<file path="config.mk">
export PLATFORM = sky130hd
export DESIGN_NAME = udm_seq_mult
export DESIGN_NICKNAME = d
export VERILOG_FILES = /design/src/rtl/udm_pkg.sv /design/src/rtl/udm_row.sv /design/src/rtl/udm_seq_mult.sv
export SDC_FILE = /design/constraint.sdc
export NUM_CORES = 1
export LEC_CHECK = 0
export ABC_AREA = 1
export CORE_ASPECT_RATIO = 0.6
export CORE_MARGIN = 2
export CORE_UTILIZATION = 41
export CTS_CLUSTER_DIAMETER = 120
export DETAILED_ROUTE_END_ITERATION = 7
export PLACE_DENSITY = 0.73
export REMOVE_ABC_BUFFERS = 1
export SYNTH_ARGS = -nofsm -noshare
export SYNTH_HDL_FRONTEND = slang
export SYNTH_HIERARCHICAL = 1
export SYNTH_SLANG_ARGS = --single-unit
</file>
<file path="constraint.sdc">
create_clock -name clk -period 4.65 [get_ports clk]
set_clock_uncertainty 0.15 [all_clocks]
set_input_delay 0.6975 -clock clk [delete_from_list [all_inputs] [get_ports clk]]
set_output_delay 0.6975 -clock clk [all_outputs]
set_load 0.02 [all_outputs]
</file>
<file path="src/rtl/udm_pkg.sv">
// Shared definitions for the underdesigned sequential multiplier.
//   - accuracy mode encodings (per-operation selection)
//   - FSM state encoding for the iterative controller
//   - digit_count(): number of 2-bit digits in a W-bit operand
package udm_pkg;

  localparam logic [1:0] MODE_EXACT   = 2'b00;
  localparam logic [1:0] MODE_APPROX  = 2'b01;
  localparam logic [1:0] MODE_PARTIAL = 2'b10;

  typedef enum logic [1:0] {
    ST_IDLE = 2'b00,
    ST_RUN  = 2'b01,
    ST_DONE = 2'b10
  } state_e;

  function automatic int digit_count(input int w);
    return w / 2;
  endfunction

endpackage

</file>
<file path="src/rtl/udm_row.sv">
// One row of 2x2 multiplier cells: full W-bit operand times a single 2-bit digit.
// Ports:
//   operand_i  W-bit multiplicand
//   digit_i    2-bit multiplier digit
//   mask_i     per-cell approximate enable, bit i controls operand digit i
//   row_o      (W+2)-bit row sum, cell i weighted by 4^i
// An approximate cell only differs from exact for 3x3, returning 7 instead of 9.
module udm_row #(
  parameter int W = 8
) (
  input  logic [W-1:0]   operand_i,
  input  logic [1:0]     digit_i,
  input  logic [W/2-1:0] mask_i,
  output logic [W+1:0]   row_o
);

  localparam int N = W / 2;

  logic [4*N-1:0] cells;

  genvar gi;
  generate
    for (gi = 0; gi < N; gi++) begin : g_cell
      logic [1:0] a_dig;
      logic [3:0] prod;
      assign a_dig = operand_i[2*gi +: 2];
      assign prod  = {2'b00, a_dig} * {2'b00, digit_i};
      assign cells[4*gi +: 4] =
        (mask_i[gi] && (a_dig == 2'b11) && (digit_i == 2'b11)) ? 4'd7 : prod;
    end
  endgenerate

  // Max row is 9 * (4^N - 1) / 3 < 3 * 2^W, so W+2 bits never overflow.
  always_comb begin
    row_o = '0;
    for (int i = 0; i < N; i++) begin
      row_o = row_o + ((W+2)'(cells[4*i +: 4]) << (2 * i));
    end
  end

endmodule

</file>
<file path="src/rtl/udm_seq_mult.sv">
// Iterative underdesigned multiplier: one 2-bit multiplier digit per cycle
// against the full multiplicand, reusing a single row of W/2 2x2 cells.
// Ports:
//   clk, rst             clock (rising edge), asynchronous active-high reset
//   in_valid/in_ready    operand handshake (in1, in2, mode sampled on accept)
//   in1, in2             W-bit unsigned multiplicand / multiplier
//   mode                 00 exact, 01 all cells approximate, 10 partial, 11 exact
//   out_valid/out_ready  result handshake; res held stable while waiting
//   res                  2W-bit product
//   busy                 high while digits are being processed
module udm_seq_mult
  import udm_pkg::*;
#(
  parameter int W       = 8,
  parameter int APX_THR = 2
) (
  input  logic           clk,
  input  logic           rst,
  input  logic           in_valid,
  output logic           in_ready,
  input  logic [W-1:0]   in1,
  input  logic [W-1:0]   in2,
  input  logic [1:0]     mode,
  output logic           out_valid,
  input  logic           out_ready,
  output logic [2*W-1:0] res,
  output logic           busy
);

  localparam int N     = digit_count(W);
  localparam int JW    = (N > 1) ? $clog2(N) : 1;
  localparam int ACC_W = 2 * W;

  state_e           state_q, state_d;
  logic [W-1:0]     a_q, a_d;
  logic [W-1:0]     b_q, b_d;
  logic [1:0]       mode_q, mode_d;
  logic [ACC_W-1:0] acc_q, acc_d;
  logic [JW-1:0]    j_q, j_d;

  logic [N-1:0]     mask;
  logic [W+1:0]     row;

  // Cell (i, j) approximate-enable for the digit currently being processed.
  genvar gi;
  generate
    for (gi = 0; gi < N; gi++) begin : g_mask
      always_comb begin
        case (mode_q)
          MODE_APPROX:  mask[gi] = 1'b1;
          MODE_PARTIAL: mask[gi] = ((gi + int'(j_q)) < APX_THR);
          default:      mask[gi] = 1'b0;
        endcase
      end
    end
  endgenerate

  // b_q shifts right each RUN cycle, so its low digit is always digit j.
  udm_row #(.W(W)) u_row (
    .operand_i (a_q),
    .digit_i   (b_q[1:0]),
    .mask_i    (mask),
    .row_o     (row)
  );

  always_comb begin
    state_d = state_q;
    a_d     = a_q;
    b_d     = b_q;
    mode_d  = mode_q;
    acc_d   = acc_q;
    j_d     = j_q;
    case (state_q)
      ST_IDLE: begin
        if (in_valid) begin
          a_d     = in1;
          b_d     = in2;
          mode_d  = mode;
          acc_d   = '0;
          j_d     = '0;
          state_d = ST_RUN;
        end
      end
      ST_RUN: begin
        acc_d = acc_q + (ACC_W'(row) << {j_q, 1'b0});
        b_d   = b_q >> 2;
        j_d   = j_q + 1'b1;
        if (j_q == JW'(N - 1)) begin
          j_d     = '0;
          state_d = ST_DONE;
        end
      end
      ST_DONE: begin
        if (out_ready) begin
          state_d = ST_IDLE;
        end
      end
      default: state_d = ST_IDLE;
    endcase
  end

  always_ff @(posedge clk or posedge rst) begin
    if (rst) begin
      state_q <= ST_IDLE;
      a_q     <= '0;
      b_q     <= '0;
      mode_q  <= MODE_EXACT;
      acc_q   <= '0;
      j_q     <= '0;
    end else begin
      state_q <= state_d;
      a_q     <= a_d;
      b_q     <= b_d;
      mode_q  <= mode_d;
      acc_q   <= acc_d;
      j_q     <= j_d;
    end
  end

  assign in_ready  = (state_q == ST_IDLE);
  assign busy      = (state_q == ST_RUN);
  assign out_valid = (state_q == ST_DONE);
  assign res       = acc_q;

endmodule

</file>
==> results of run 1 <==
## registers in the layout, summed over array words and instances (netlist names)
name     cells
b_q          8
state_q      2
j_q          2
mode_q       2
a_q          8
res         16
## worst max-delay path: cells and delay by family, from the launching register on
kind	cells	cell delay, ns
adder cells (fa/ha/maj)	6	2.03
AND/OR/NAND/NOR	14	1.19
flip-flops	1	0.37
buffers and inverters	4	0.28
AO/OA/AOI/OAI	2	0.28
multiplexers	2	0.28
## final timing paths
check	end	slack [ns]	cells after the start
setup / recovery	res[15]	-0.02	28
hold / removal	a_q[6]	0.36	2
setup reg to reg	res[15]	-0.02	28
hold reg to reg	a_q[6]	0.36	2
max in group asynchronous	a_q[6]	2.87	3
min in group asynchronous	res[8]	0.68	2
## cells in the final DEF, fill, tap and decap left out, types with 2 or more instances in the layout
cell type                           n
sky130_fd_sc_hd__mux2i_1            8
sky130_fd_sc_hd__nand3_2            4
sky130_fd_sc_hd__nor3_1             8
sky130_fd_sc_hd__inv_1             81
sky130_fd_sc_hd__clkinvlp_4         2
sky130_fd_sc_hd__inv_2             12
sky130_fd_sc_hd__nand3_1           27
sky130_fd_sc_hd__nand2_1          163
sky130_fd_sc_hd__ha_2               2
sky130_fd_sc_hd__nor2_1            16
sky130_fd_sc_hd__o21ai_0           17
sky130_fd_sc_hd__clkdlybuf4s50_1   40
sky130_fd_sc_hd__a21oi_1            9
sky130_fd_sc_hd__a221oi_1           2
sky130_fd_sc_hd__a221oi_2           4
sky130_fd_sc_hd__fa_2               2
sky130_fd_sc_hd__nor2_4             2
sky130_fd_sc_hd__nand2_4            3
sky130_fd_sc_hd__clkbuf_16          5
sky130_fd_sc_hd__fa_1               2
sky130_fd_sc_hd__buf_4             19
sky130_fd_sc_hd__nand3b_1           2
sky130_fd_sc_hd__a21oi_2            3
sky130_fd_sc_hd__nand2_2           15
sky130_fd_sc_hd__dfrtp_1           38
sky130_fd_sc_hd__and2_1             2
sky130_fd_sc_hd__ha_4               4
sky130_fd_sc_hd__nand4_1            2
sky130_fd_sc_hd__xor2_1             3
sky130_fd_sc_hd__or2_2              2
sky130_fd_sc_hd__ha_1              31
sky130_fd_sc_hd__nor2_2             4
sky130_fd_sc_hd__nor3_2             3
## through the flow
step | worst slack (ns) | hold WS (ns)
2_1_floorplan | -0.1425 | 0.3201
3_3_place_gp | -0.1258 | 0.3379
3_5_place_dp | -0.2799 | 0.3424
4_1_cts | 0.0002762 | 0.3628
5_1_grt | -0.3141 | 0.3779
6_report | -0.02328 | 0.3610
## cell families (layout without fill, tap and decap cells)
| family | after synthesis | in the layout |
|---|---|---|
| multiplexers | 9 | 9 |
| AO/OA/AOI/OAI | 45 | 45 |
| XOR/XNOR | 4 | 4 |
| buffers and inverters | 107 | 163 |
| adder cells (fa/ha/maj) | 41 | 41 |
| AND/OR/NAND/NOR | 255 | 255 |
| flip-flops | 38 | 38 |
## area by class of cell
class	instances	area [um^2]	area share, %
inverters	95	364.1	8.255
clock buffers	5	125.1	2.837
multi-input cells	354	2236	50.69
repair buffers	60	554.3	12.57
well taps	108	135.1	3.064
flip-flops and latches	38	950.9	21.56
clock inverters	3	45.04	1.021
## routing by layer
layer	routed length (um)	track usage, %
met5	0	0
met4	52	3.831
met3	607	4.848
met2	3607	28.05
met1	4450	30.28
## what timing repair did
action	CTS	global route
setup endpoints to repair	8	9
gates resized for setup	12	41
setup buffers	4	7
pin swaps	8	29
hold endpoints to repair	0	0
==> Flow_metrics.wiki, run 1 <==
{| class="wikitable"
! Metric !! Value
|-
| Status || complete, but fails checks
|-
| Violated checks || negative setup slack
|-
| Post-layout net count || 617
|-
| Largest buffer count on any clock path || 2
|-
| Worst flop-to-flop path startpoint || mode_q[1]
|-
| Worst path most repeated cell || sky130_fd_sc_hd__nand2_2
|-
| Top-area cell type share of the netlist area || between 20% and 30%
|-
| CP peak stage delay || about 0.47 ns
|-
| Chip width || ~120 um
|-
| Largest fanout on the critical path || 5
|-
| Synth cell count leaders || sky130_fd_sc_hd__nand2_1, sky130_fd_sc_hd__inv_1, sky130_fd_sc_hd__dfrtp_1
|-
| Drt wl/cell || between 10 and 15 um
|-
| Maximum number of pins on one net before global-route repair || 28
|-
| Fraction of the yosys area taken by sequential cells || between 20% and 30%
|-
| Cell area after layout || between 4000 and 5000 um^2
|-
| Filler Cell Count || between 700 and 800
|-
| Number of search-and-repair iterations in the first detailed-routing pass || 5
|-
| Ports || 41
|-
| Final-report hold violation count || 0
|-
| Routability congestion estimate || 0.8963
|-
| Minimum clock period after layout || between 4 and 5 ns
|-
| Unrepaired setup endpoints after global routing || yes
|-
| Worst path setup slack after routing || -0.02328 ns
|-
| Global-route wire length before repair || ~14000 um
|-
| Hold wc startpoint || a_q[6]
|-
| Transition time at the pin with the least slew margin || between 0.7 and 0.8 ns
|-
| Number of global-route vias before repair || approximately 3k
|-
| Clock insertion delay at the later pin of the skew report || about 0.29 ns
|-
| Post-route ant nets || 0
|-
| Area Overhead vs Synth || 27.12%
|-
| Detailed Route WL || between 8000 and 9000 um
|-
| Via density || just under 5
|-
| Tot GR Track Use || between 10% and 20%
|-
| Placed Area || around 4000 um^2
|-
| Netlist cell types || 40
|-
| 1st-iter DRT viols || 183
|-
| Clock tree root driver cell || sky130_fd_sc_hd__clkbuf_16
|-
| Overflow after GRT || 0
|-
| Hpwl dp || roughly 6600 um
|-
| Port-buffer cells || 40
|-
| TritonCTS Buffers || 5
|-
| Standard cell core area || 8039 um^2
|-
| Layout Utilization || 54.86%
|-
| Xor/xnor cell area share of the yosys netlist || around 1.0%
|-
| Adder-Cell Fraction of Synth Area || between 10% and 20%
|-
| Number of hold buffers added after CTS || 0
|-
| Die span in y || 75.26 um
|-
| Clk sink count || 38
|-
| Data required time of the worst path || between 4 and 5 ns
|-
| Number of cell rows || 25
|-
| Fraction of the mapped netlist area in compound gates || between 8 and 9%
|-
| Maximum Capacitance Violations || 0
|-
| Total number of vias || around 3.3k
|-
| Fraction of final layout cells with drive strength greater than 1 || between 10% and 20%
|-
| Achievable clock frequency || ~210 MHz
|-
| Critical path type || flop to flop
|-
| Critical Path Source Type || flop
|-
| Synthesized area per cell || 6.953 um^2
|-
| Number of instances in the synthesized netlist || approximately 500
|-
| Max-slew violations || 0
|-
| Share of async-settable or async-resettable flops after synthesis || 100.0%
|-
| Count of antenna diodes in the layout || 0
|-
| Clk slew on worst S/H paths || 0.07 ns
|-
| Synth area leader || sky130_fd_sc_hd__dfrtp_1
|-
| Remaining routing DRC violations || 0
|-
| Worst path slowest cell || sky130_fd_sc_hd__fa_1
|-
| Combinational family with the most area after synthesis || simple AND/OR/NAND/NOR gates
|-
| Startpoint of the most critical setup path || mode_q[1]
|-
| Max-Slew Margin vs Limit || between 50% and 60%
|-
| Total setup violations reported at the end of the flow || 2
|-
| Final clock period utilization by the worst path || 100.5%
|-
| Worst path arrival time || around 4.7 ns
|-
| Leading cell type by number of instances after synthesis || sky130_fd_sc_hd__nand2_1
|-
| Total negative setup slack || -0.04205 ns
|-
| Clock tree from TritonCTS || done
|-
| Post-synthesis share of cell area spent on and, or, nand and nor gates || 31.45%
|-
| Initial Utilization || between 40% and 50%
|-
| Post-Place Cells || around 640
|-
| Initial antenna violation count || 0
|-
| Multiplexer share of the synthesized area || 2.596%
|-
| Most used flip-flop cell after synthesis || sky130_fd_sc_hd__dfrtp_1
|-
| EDFF count, synth || 0
|-
| Post-synthesis sequential element count || 38
|-
| Htree depth || 2
|-
| Area enclosed by the die boundary || 9238 um^2
|-
| Critical Path End Type || flop
|-
| Synthesis warning total || 6
|-
| Main area contributors after synthesis || sky130_fd_sc_hd__dfrtp_1, sky130_fd_sc_hd__nand2_1, sky130_fd_sc_hd__ha_1
|-
| Area of the mapped netlist || about 3500 um^2
|-
| Final Instance Count excl. Fillers || 663
|-
| Type of the most critical hold path || flop to flop
|}
Power of run 1 is not shown: default switching activity piles up to over one toggle a cycle in this logic, so the estimate is an artifact.
==> inputs of run 2 (changes only) <==
Settings changed: GPL_ROUTABILITY_DRIVEN from default to 1, PLACE_DENSITY 0.73 to 0.71.
Clock period 4.65 ns to 4.5 ns, I/O delays scaled along.
==> run 2 against run 1 <==
  * The flow still finishes with violations (negative setup slack)
  * Critical endpoint is now res[14]
  * Global-route usage grew 0.76 points
  * Non-clock buffer count grew 20
  * Setup slack lost 0.17 ns
  * Highest routed layer unchanged
  * Fmax shrank 0.44%
  * Count of clock-buffer cells in the layout is the same
==> Flow_metrics.wiki, run 2 (synthesis results as in run 1) <==
{| class="wikitable"
! Metric !! Value
|-
| Detailed Route WL || 8767 um (was 8718 um)
|-
| Worst path slowest cell || sky130_fd_sc_hd__fa_2 (was sky130_fd_sc_hd__fa_1)
|-
| Routability congestion estimate || 0.8820 (was 0.8963)
|-
| Clock insertion delay at the later pin of the skew report || 0.29 ns (about the same)
|-
| Critical Path Source Type || flop (unchanged)
|-
| Critical path type || flop to flop (unchanged)
|-
| Worst flop-to-flop path startpoint || mode_q[1] (unchanged)
|-
| Clk sink count || 38 (unchanged)
|-
| Number of global-route vias before repair || 3128 (was 2972)
|-
| Worst path most repeated cell || sky130_fd_sc_hd__nand2_1 (was sky130_fd_sc_hd__nand2_2)
|-
| Critical Path End Type || flop (unchanged)
|-
| Largest buffer count on any clock path || 2 (unchanged)
|-
| Hold wc startpoint || a_q[5] (was a_q[6])
|-
| Remaining routing DRC violations || 0 (unchanged)
|-
| Minimum clock period after layout || 4.694 ns (was 4.673 ns)
|-
| Final clock period utilization by the worst path || 104.3% (was 100.5%)
|-
| Max-Slew Margin vs Limit || 64.91% (was 50.79%)
|-
| Number of cell rows || 25 (unchanged)
|-
| 1st-iter DRT viols || 188 (was 183)
|-
| Fraction of final layout cells with drive strength greater than 1 || 20.87% (was 17.12%)
|-
| Die span in y || 75.26 um (unchanged)
|-
| Max reg flops || 16 (unchanged)
|-
| Largest fanout on the critical path || 4 (was 5)
|-
| Transition time at the pin with the least slew margin || 0.5264 ns (was 0.7374 ns)
|-
| Max-slew violations || 0 (unchanged)
|-
| Number of search-and-repair iterations in the first detailed-routing pass || 4 (was 5)
|-
| Overflow after GRT || 0 (unchanged)
|-
| Area enclosed by the die boundary || 9238 um^2 (unchanged)
|-
| Port-buffer cells || 40 (unchanged)
|-
| Global-route wire length before repair || 14820 um (was 14080 um)
|-
| Post-route ant nets || 0 (unchanged)
|-
| Tot GR Track Use || 20.54% (was 19.78%)
|-
| Standard cell core area || 8039 um^2 (unchanged)
|-
| Placed Area || 4115 um^2 (was 3988 um^2)
|-
| Total number of vias || 3335 (was 3254)
|-
| Clk slew on worst S/H paths || 0.07 ns (about the same)
|-
| Chip width || 122.8 um (unchanged)
|-
| Post-Place Cells || 661 (was 644)
|-
| Startpoint of the most critical setup path || mode_q[1] (unchanged)
|-
| Post-layout net count || 637 (was 617)
|-
| Cell area after layout || 4577 um^2 (was 4410 um^2)
|-
| Final Instance Count excl. Fillers || 683 (was 663)
|-
| Htree depth || 2 (unchanged)
|-
| Total negative setup slack || -0.8701 ns (was -0.04205 ns)
|-
| Most common library cell in the layout ignoring fill and taps || sky130_fd_sc_hd__nand2_1 (unchanged)
|-
| Total setup violations reported at the end of the flow || 6 (was 2)
|-
| Ports || 41 (unchanged)
|-
| Maximum Capacitance Violations || 0 (unchanged)
|-
| Count of antenna diodes in the layout || 0 (unchanged)
|-
| Status || complete, but fails checks (unchanged)
|-
| TritonCTS Buffers || 5 (unchanged)
|-
| Via density || 4.883 (was 4.908)
|-
| Clock tree root driver cell || sky130_fd_sc_hd__clkbuf_16 (unchanged)
|-
| Drt wl/cell || 12.84 um (was 13.15 um)
|-
| Violated checks || negative setup slack (unchanged)
|-
| Type of the most critical hold path || flop to flop (unchanged)
|-
| Data required time of the worst path || 4.53 ns (was 4.68 ns)
|-
| Final Hold Slack || 0.3523 ns (was 0.3610 ns)
|-
| Worst path setup slack after routing || -0.1939 ns (was -0.02328 ns)
|-
| Initial antenna violation count || 0 (unchanged)
|-
| Final-report hold violation count || 0 (unchanged)
|-
| Area Overhead vs Synth || 31.91% (was 27.12%)
|-
| Clock tree from TritonCTS || done (unchanged)
|-
| CP peak stage delay || 0.48 ns (was 0.47 ns)
|-
| Maximum number of pins on one net before global-route repair || 39 (was 28)
|-
| Worst path arrival time || 4.73 ns (was 4.71 ns)
|-
| Achievable clock frequency || 213.0 MHz (was 214.0 MHz)
|-
| Most frequent cells in the layout || sky130_fd_sc_hd__nand2_1, sky130_fd_sc_hd__inv_1, sky130_fd_sc_hd__clkdlybuf4s50_1, sky130_fd_sc_hd__buf_4, sky130_fd_sc_hd__dfrtp_1 (was sky130_fd_sc_hd__nand2_1, sky130_fd_sc_hd__inv_1, sky130_fd_sc_hd__clkdlybuf4s50_1, sky130_fd_sc_hd__dfrtp_1, sky130_fd_sc_hd__ha_1)
|-
| Initial Utilization || 43.16% (unchanged)
|-
| Hpwl dp || 6426 um (was 6575 um)
|-
| Unrepaired setup endpoints after global routing || yes (unchanged)
|}
-- run 2: cell types whose count changed in the layout (fill, tap and decap cells not counted), moves of 2 or more --
cell                      previous run  this run
sky130_fd_sc_hd__a21oi_1             9         7
sky130_fd_sc_hd__inv_1              81        79
sky130_fd_sc_hd__a21oi_2             3         5
sky130_fd_sc_hd__buf_4              19        40
-- run 2: per-stage QoR --
stage / util (%) / worst slack, ns
6_report: 56.93 / -0.1939
5_1_grt: 56.93 / -0.4524
4_1_cts: 55.47 / -0.04489
3_5_place_dp: 51.19 / -0.3229
3_3_place_gp: 51.19 / -0.2427
2_1_floorplan: - / -0.2925
-- run 2: worst max-delay path: cells and delay by family (launching register included) --
| kind | cells | cell delay, ns |
|---|---|---|
| DFF | 1 | 0.42 |
| adders and majority gates | 5 | 1.76 |
| and+or+nand+nor | 16 | 1.34 |
| muxes | 1 | 0.21 |
| buffers and inverters | 5 | 0.40 |
| AOI/OAI and AO/OA | 2 | 0.31 |
-- run 2: path summary, 6_finish.rpt --
path | cells past startpoint | slack (ns) | to
worst max-delay path | 29 | -0.19 | res[14]
worst min-delay path | 2 | 0.35 | a_q[5]
worst max register to register | 29 | -0.19 | res[14]
worst min register to register | 2 | 0.35 | a_q[5]
max in group asynchronous | 3 | 3.16 | res[6]
min in group asynchronous | 3 | 0.68 | j_q[1]
-- run 2: layout make-up --
class	instances	area, um^2
Tap cell	108	135.1
Fill cell	712	3462
Sequential cell	38	950.9
Timing Repair Buffer	80	700.7
Inverter	95	366.6
Multi-Input combinational cell	354	2253
Clock buffer	5	125.1
Clock inverter	3	45.04
-- run 2: what timing repair did --
action                                 CTS  global route
setup endpoints to repair                9             9
endpoints found under the hold margin    0             0
pin swaps                               27            24
gates resized for setup                 35            24
hold buffers                             0             0
gates cloned                             0             0
setup buffers                            9             5
-- run 2: metal layers --
layer	track usage [%]	routed length (um)	vias to the layer above
met5	0	0	-
met4	3.065	31	0
met3	4.697	427	4
met2	30.08	3607	69
met1	31.23	4700	1545
li1	-	-	1717
Power of run 2 is left out for the same reason.
